$ cat config.mk
export PLATFORM = sky130hd
export DESIGN_NAME = bcd_operand_entry
export DESIGN_NICKNAME = d
export VERILOG_FILES = /design/src/rtl/bcd_entry_pkg.sv /design/src/rtl/bcd_accumulator.sv /design/src/rtl/bcd_operand_entry.sv
export SDC_FILE = /design/constraint.sdc
export NUM_CORES = 1
export LEC_CHECK = 0
export BUFFER_PORTS_ARGS = -buffer_cell sky130_fd_sc_hd__buf_4
export CORE_MARGIN = 1.5
export CORE_UTILIZATION = 58
export CTS_CLUSTER_SIZE = 30
export DETAILED_ROUTE_END_ITERATION = 12
export PLACE_DENSITY_LB_ADDON = 0.2
export SLEW_MARGIN = 20
export SYNTH_ARGS = -nofsm -noshare
export SYNTH_HDL_FRONTEND = slang
export SYNTH_SLANG_ARGS = --single-unit
$ cat constraint.sdc
create_clock -name clk -period 3.2 [get_ports clk]
set_input_delay 0.32 -clock clk [delete_from_list [all_inputs] [get_ports clk]]
set_output_delay 0.32 -clock clk [all_outputs]
set_load 0.03 [all_outputs]
$ cat src/rtl/bcd_entry_pkg.sv
// Key codes, entry stage encoding and range helper shared by the operand entry block.
package bcd_entry_pkg;

  localparam logic [3:0] KEY_ENTER = 4'hA;
  localparam logic [3:0] KEY_CLEAR = 4'hB;

  typedef enum logic [1:0] {
    GET_A = 2'd0,
    GET_B = 2'd1,
    GET_S = 2'd2,
    HOLD  = 2'd3
  } stage_t;

  function automatic logic is_digit(input logic [3:0] code);
    return code <= 4'd9;
  endfunction

  // True when a two-digit entry fits into a w-bit unsigned register.
  function automatic logic fits(input logic [6:0] value, input int unsigned w);
    return (w >= 7) || (int'(value) < (1 << w));
  endfunction

endpackage

$ cat src/rtl/bcd_accumulator.sv
// Decimal entry accumulator: holds the value being typed (0..99) and its digit count.
module bcd_accumulator
  import bcd_entry_pkg::*;
(
  input  logic       clk,
  input  logic       rst,
  input  logic       clear,
  input  logic       load,
  input  logic       digit_en,
  input  logic [3:0] digit,
  output logic [6:0] value,
  output logic [1:0] count
);

  logic [6:0] next_value;

  // value is at most 9 whenever a digit is appended, so the result never exceeds 99
  assign next_value = value * 7'd10 + {3'b000, digit};

  always_ff @(posedge clk or posedge rst) begin
    if (rst) begin
      value <= '0;
      count <= '0;
    end else if (clear) begin
      value <= '0;
      count <= '0;
    end else if (load) begin
      value <= {3'b000, digit};
      count <= 2'd1;
    end else if (digit_en && count < 2'd2) begin
      value <= next_value;
      count <= count + 2'd1;
    end
  end

endmodule

$ cat src/rtl/bcd_operand_entry.sv
// Keypad operand entry: collects decimal A, B and selector S, committing each on ENTER.
module bcd_operand_entry
  import bcd_entry_pkg::*;
#(
  parameter int WIDTH = 4,
  parameter int SEL_W = 5
) (
  input  logic             clk,
  input  logic             rst,
  input  logic             key_valid,
  input  logic [3:0]       key_code,
  output logic [WIDTH-1:0] A,
  output logic [WIDTH-1:0] B,
  output logic [SEL_W-1:0] S,
  output logic             operands_valid,
  output logic             err,
  output logic [1:0]       stage,
  output logic [6:0]       entry_value
);

  stage_t     state;
  logic [1:0] count;
  logic       key_digit;
  logic       enter_commit;
  logic       value_ok;
  logic       acc_clear;
  logic       acc_load;
  logic       acc_digit;

  assign key_digit    = key_valid && is_digit(key_code);
  assign enter_commit = key_valid && (key_code == KEY_ENTER) && (state != HOLD) && (count != 2'd0);
  assign value_ok     = (state == GET_S) ? fits(entry_value, SEL_W) : fits(entry_value, WIDTH);

  // Any ENTER that is acted on empties the entry, whether it commits or flags a range error.
  assign acc_clear = (key_valid && key_code == KEY_CLEAR) || enter_commit;
  assign acc_load  = key_digit && (state == HOLD);
  assign acc_digit = key_digit && (state != HOLD);

  bcd_accumulator u_acc (
    .clk      (clk),
    .rst      (rst),
    .clear    (acc_clear),
    .load     (acc_load),
    .digit_en (acc_digit),
    .digit    (key_code),
    .value    (entry_value),
    .count    (count)
  );

  assign stage = state;

  always_ff @(posedge clk or posedge rst) begin
    if (rst) begin
      state          <= GET_A;
      A              <= '0;
      B              <= '0;
      S              <= '0;
      err            <= 1'b0;
      operands_valid <= 1'b0;
    end else begin
      operands_valid <= 1'b0;
      if (key_valid && key_code == KEY_CLEAR) begin
        state <= GET_A;
        err   <= 1'b0;
      end else if (key_digit) begin
        err <= 1'b0;
        if (state == HOLD) state <= GET_A;
      end else if (enter_commit) begin
        if (value_ok) begin
          err <= 1'b0;
          case (state)
            GET_A: begin
              A     <= WIDTH'(entry_value);
              state <= GET_B;
            end
            GET_B: begin
              B     <= WIDTH'(entry_value);
              state <= GET_S;
            end
            GET_S: begin
              S              <= SEL_W'(entry_value);
              state          <= HOLD;
              operands_valid <= 1'b1;
            end
            default: ;
          endcase
        end else begin
          err <= 1'b1;
        end
      end
    end
  end

endmodule

## Word-level counts from Yosys, hierarchy flattened

Cells that the tools add are included.

| storage, ports and cells | value |
|---|---|
| register bits | 26 |
| input port bits | 7 |

| operators by class | value |
|---|---|
| add/sub/neg operators | 2 |
| multipliers | 1 |
| $lt $le $gt $ge | 4 |
| eq/ne operators | 7 |
| muxes and demuxes | 22 |
| bitwise operators | 2 |
| reductions and logical operators | 19 |

Operators by type and width:

| cell | number |
|---|---|
| 2-to-1 mux 7 bit | 3 |
| 2-to-1 mux 2 bit | 8 |
| AND reduction 5 bit | 3 |
| 2-to-1 mux 1 bit | 10 |
| nonzero test 3 bit | 3 |
| equality test 4 bit (second input constant) | 2 |
| logical AND 1 bit | 8 |
| adder 7 x 4 -> 7 bit | 1 |
| less-than comparator 7 x 5 -> 1 bit (second input constant) | 1 |
| less-than comparator 7 x 6 -> 1 bit (second input constant) | 1 |
| multiplier 7 x 3 -> 6 bit (second input constant) | 1 |
| one-hot mux 2 bit (3 select lines) | 1 |
| nonzero test 5 bit | 1 |
| equality test 2 bit (second input constant) | 2 |
| <= comparator 4 bit (second input constant) | 1 |
| AND reduction 4 bit | 1 |
| != test 3 x 1 -> 1 bit (second input constant) | 1 |
| adder 2 x 1 -> 2 bit (second input constant) | 1 |
| equality test 2 x 1 -> 1 bit (second input constant) | 1 |
| zero test 2 bit | 1 |
| less-than comparator 2 bit (second input constant) | 1 |
| != test 2 bit (second input constant) | 1 |
| NOT 1 bit | 2 |
| nonzero test 2 bit | 1 |
| logical OR 1 bit | 1 |

## Logic depth before layout (Yosys ltp)

| logic depth | value |
|---|---|
| depth after elaboration | 7 |
| gate-level depth with buffers | 8 |
| mapped depth without buffers | 8 |

## Cells and area by module

A second synthesis with hierarchy kept.

| unflattened totals | value |
|---|---|
| cell total of the unflattened synthesis | 139 |
| area, all modules | 1534.0 µm² |

By module, submodules not included:

| module | times used | cells an instance | area each (µm²) | sequential area each (µm²) |
|---|---|---|---|---|
| bcd_operand_entry | 1 | 72 | 863.3 | 425.4 |
| bcd_accumulator | 1 | 67 | 670.6 | 225.2 |

## Worst setup path before layout

No wires, ideal clock.

| timing path | value |
|---|---|
| path kind | register to register |
| start | register u_acc.value[1] |
| end | register u_acc.value[6] |
| library setup time | 121 ps |
| data arrival time | 2121 ps |
| data required time | 3079 ps |
| setup slack | 958 ps |
| cell stages (with the launch flop) | 8 |
| buffers on the path | 0 |
| clock period less this slack | 2242 ps |
| path through | dfrtp_1 -> ha_1 -> ha_1 -> inv_1 -> fa_1 -> nor3b_1 -> xnor2_1 -> a22o_1 |

| on the way | value |
|---|---|
| word-level cells in the longest chain between the ends | 5 |

Ends and longest elaborated chain:

| what | line | source |
|---|---|---|
| start, declared | bcd_accumulator.sv:11 | `output logic [6:0] value,` |
| start signal, assigned | bcd_accumulator.sv:28 | `value <= {3'b000, digit};` |
| start signal, assigned | bcd_accumulator.sv:31 | `value <= next_value;` |
| multiplier 7 x 3 -> 6 bit | bcd_accumulator.sv:18 | `assign next_value = value * 7'd10 + {3'b000, digit};` |
| adder 7 x 4 -> 7 bit | bcd_accumulator.sv:18 |  |
| 2-to-1 mux 7 bit | bcd_accumulator.sv:30 | `end else if (digit_en && count < 2'd2) begin` |
| 2-to-1 mux 7 bit | bcd_accumulator.sv:27 | `end else if (load) begin` |
| 2-to-1 mux 7 bit | bcd_accumulator.sv:24 | `end else if (clear) begin` |

No other way between the ends. The select of a mux whose other input is x is not followed.
A chain may end at the register's enable or synchronous reset.

## Worst setup path after layout

Same ends and word-level chain as after synthesis.

==> impl_metrics.csv <==
group,metric,value,unit
flow_run,max-cap-violations,0,
die,dieArea,2880,um^2
hold_path,min_path_type,"primary input to async pin",
pwr,switching_share,0.423,
pwr,p_leak,0.974,nW
pwr,switchingPower,696,uW
synth,synth_top_area_cell,"dfrtp_1",
routing,final_antenna_net_count,0,
timing,rsz0062_at_grt,"no",
routing,wire_per_inst,14.2,um
worst_setup_path,crit_required,3420,ps
worst_setup_path,reg2reg_from,"u_acc.value[1]",
clock_tree,htreeDepth,1,
synth,async_reset_ff_frac,1.00,
global_routing,grt_pass1_vias,1018,
place,post-dp-hpwl,2140,um
synth,yosysWarningCount,0,
worst_setup_path,reg2regPathDepth,7,
clock_tree,clk_pin_slew,140,ps
clock_tree,cts_root_buffer,"clkbuf_4",
timing,min_period,2290,ps
cells_and_area,drive_above_1_share,0.321,
synth,synthTopCellsByArea,"dfrtp_1 (44%), ha_1 (10%), mux2_4 (9.1%)",
die,core_area,2450,um^2
pwr,comb_power_share,0.539,
worst_setup_path,cp-start-kind,"register",
synth,synth_most_common_cell,"dfrtp_1",
synth,synth.net_count,150,
pwr,pwr-share-clk,0.136,
cells_and_area,antennaDiodeCount,0,
timing,fin_setup_tns,0,ps
place,numPortBuffers,30,
synth,synth_top_area_share,0.437,
routing,drtIter0Drc,12,
die,io-pin-count,31,
timing,maxSlewHeadroom,0.394,
place,place.gp.congestion,0.789,
die,die_h,53.6,um
global_routing,antenna_found_initial,0,
worst_setup_path,criticalPathCategory,"register to register",
timing,fmax,0.437,GHz
synth,syn-cell-area,1490,um^2
timing,report.final.slew_viol_count,0,
global_routing,grt_start_max_net_pins,27,
cells_and_area,utilization,0.733,
cells_and_area,nNetsFinal,184,
timing,setup_viol,0,
clock_tree,cts_repair_resize_count,0,
synth,syn_avg_cell_area,11.5,um^2
routing,first_pass_iters,4,
worst_setup_path,path_max_fanout,8,
clock_tree,postCtsHoldBufs,0,
worst_setup_path,timing.rr.end,"u_acc.value[6]",
synth,yosysSeqAreaShare,0.437,
synth,synthCells,129,
worst_setup_path,critPathArrivalTime,2510,ps
synth,synthFlopType,"dfrtp_1",
global_routing,grt_use_met1,0.290,
worst_setup_path,rrSetupSlack,910,ps
synth,yosys-top-cells-count,"dfrtp_1 (26), inv_1 (13), ha_1 (12)",
global_routing,grt-ovfl-total,0,
pwr,p_int,950,uW
routing,wirelength,2720,um
global_routing,grt_busiest_layer,"met2",
clock_tree,cts_tree,"yes",
pwr,p_seq_frac,0.325,
routing,vias,1033,
synth,synth_edf_count,0,
clock_tree,numCtsBuffers,3,
pwr,vdd.ir_drop.worst,657,uV
global_routing,use_met3,0.0361,
timing,hold_viol,0,
global_routing,use_met2,0.348,
routing,viasPerCell,5.38,
timing,worst_pin_slew,903,ps
outcome,status,"complete, no violations",
clock_tree,insertion_delay,310,ps
die,rows,18,
clock_tree,cts_buffer_depth,2,
die,start_util,0.606,
timing,skew,3.12,ps
routing,drc,0,
pwr,power_density,915,nW/um^2
place,dpl-instance-area,1750,um^2
worst_setup_path,endpoint_kind,"register",
clock_tree,cts.sinks,26,
synth,synth-seq-cells,26,
global_routing,track_usage,0.216,
cells_and_area,syn2layout_area_growth,20.9,%
synth,synth_cell_types,32,
timing,fin_crit_sh,0.714,
clock_tree,cts_setup_buffers,0,
cells_and_area,fin_area,1800,um^2
global_routing,grt_pass1_wl,4440,um
die,die_w,53.6,um
==> cell usage in the layout, fill, tap and decap left out, drive strengths merged <==
cell type,n
buf,30
dfrtp,26
mux2,13
inv,12
ha,12
nand2,9
a21oi,8
o21ai,7
xnor2,6
nor2,5
a22o,3
clkbuf,3
and3,2
o21a,2
nand2b,2
nor3b,2
a31oi,2
mux2i,2
fa,2
and2,2
a211oi,1
and4b,1
or2b,1
xor2,1
a21o,1
nor3,1
a32o,1
clkinv,1
nor2b,1
o311ai,1
o22ai,1
bufinv,1
==> critical path, cell delays in order (launching register included) <==
cell	delay (ps)
dfrtp_1	510
ha_1	330
ha_1	190
inv_1	70
fa_1	440
nor3b_1	300
xnor2_1	100
a22o_1	240
==> kinds of logic (layout without fill, tap and decap cells) <==
group / Yosys count / after routing / share of synthesized area
AO/OA/AOI/OAI: 27 / 27 / 0.117
flip-flops: 26 / 26 / 0.437
AND/OR/NAND/NOR: 26 / 26 / 0.107
multiplexers: 15 / 15 / 0.135
adder cells (fa/ha/maj): 14 / 14 / 0.128
buffers and inverters: 14 / 47 / 0.0353
XOR/XNOR: 7 / 7 / 0.0412
==> flip-flops by register name, indices dropped and copies added (netlist names) <==
name,count
stage,2
A,4
B,4
u_acc.count,2
err,1
u_acc.value,7
S,5
operands_valid,1
==> routing by layer <==
| layer | part of all wire | routed length [um] |
|---|---|---|
| met4 | 0.0085 | 23 |
| met3 | 0.031 | 84 |
| met1 | 0.47 | 1280 |
| met5 | 0 | 0 |
| met2 | 0.49 | 1330 |
==> power by group through the flow <==
stage / Sequential [mW] / Clock [mW] / Combinational (mW)
3_3_place_gp: 0.535 / 0 / 0.871
5_1_grt: 0.550 / 0.239 / 0.982
2_1_floorplan: 0.688 / 0 / 0.493
4_1_cts: 0.535 / 0.230 / 0.899
3_5_place_dp: 0.542 / 0 / 0.896
6_report: 0.535 / 0.223 / 0.888
==> worst max-delay path by stage <==
| stage | slack (ps) | to | depth (start not counted) | from |
|---|---|---|---|---|
| 6_report | 910 | u_acc.value[6] | 7 | u_acc.value[1] |
| 5_1_grt | 810 | u_acc.value[6] | 7 | u_acc.value[1] |
| 4_1_cts | 890 | u_acc.value[6] | 7 | u_acc.value[1] |
| 3_5_place_dp | 910 | u_acc.value[6] | 7 | u_acc.value[1] |
| 3_3_place_gp | 1060 | u_acc.value[6] | 7 | u_acc.value[1] |
| 2_1_floorplan | 960 | u_acc.value[6] | 7 | u_acc.value[1] |
==> area by class of cell <==
type                       count  area, um^2
multi-input combinational     89         785
fill                         172         656
sequential                    26         651
timing repair buffer          30         225
inverter                      13        48.8
tap                           30        37.5
clock inverter                 1        30.0
clock buffer                   3        22.5
==> per-stage QoR <==
step | power [mW] | hold WS, ps | setup WS [ps] | cells
5_1_grt | 1.77 | 122 | 812 | 192
3_3_place_gp | 1.41 | 467 | 1060 | 188
4_1_cts | 1.66 | 232 | 894 | 192
3_5_place_dp | 1.44 | 480 | 912 | 188
6_report | 1.65 | 72.3 | 914 | 192
2_1_floorplan | 1.18 | 360 | 958 | 129
No activity file was read; power rests on OpenSTA's default activity.
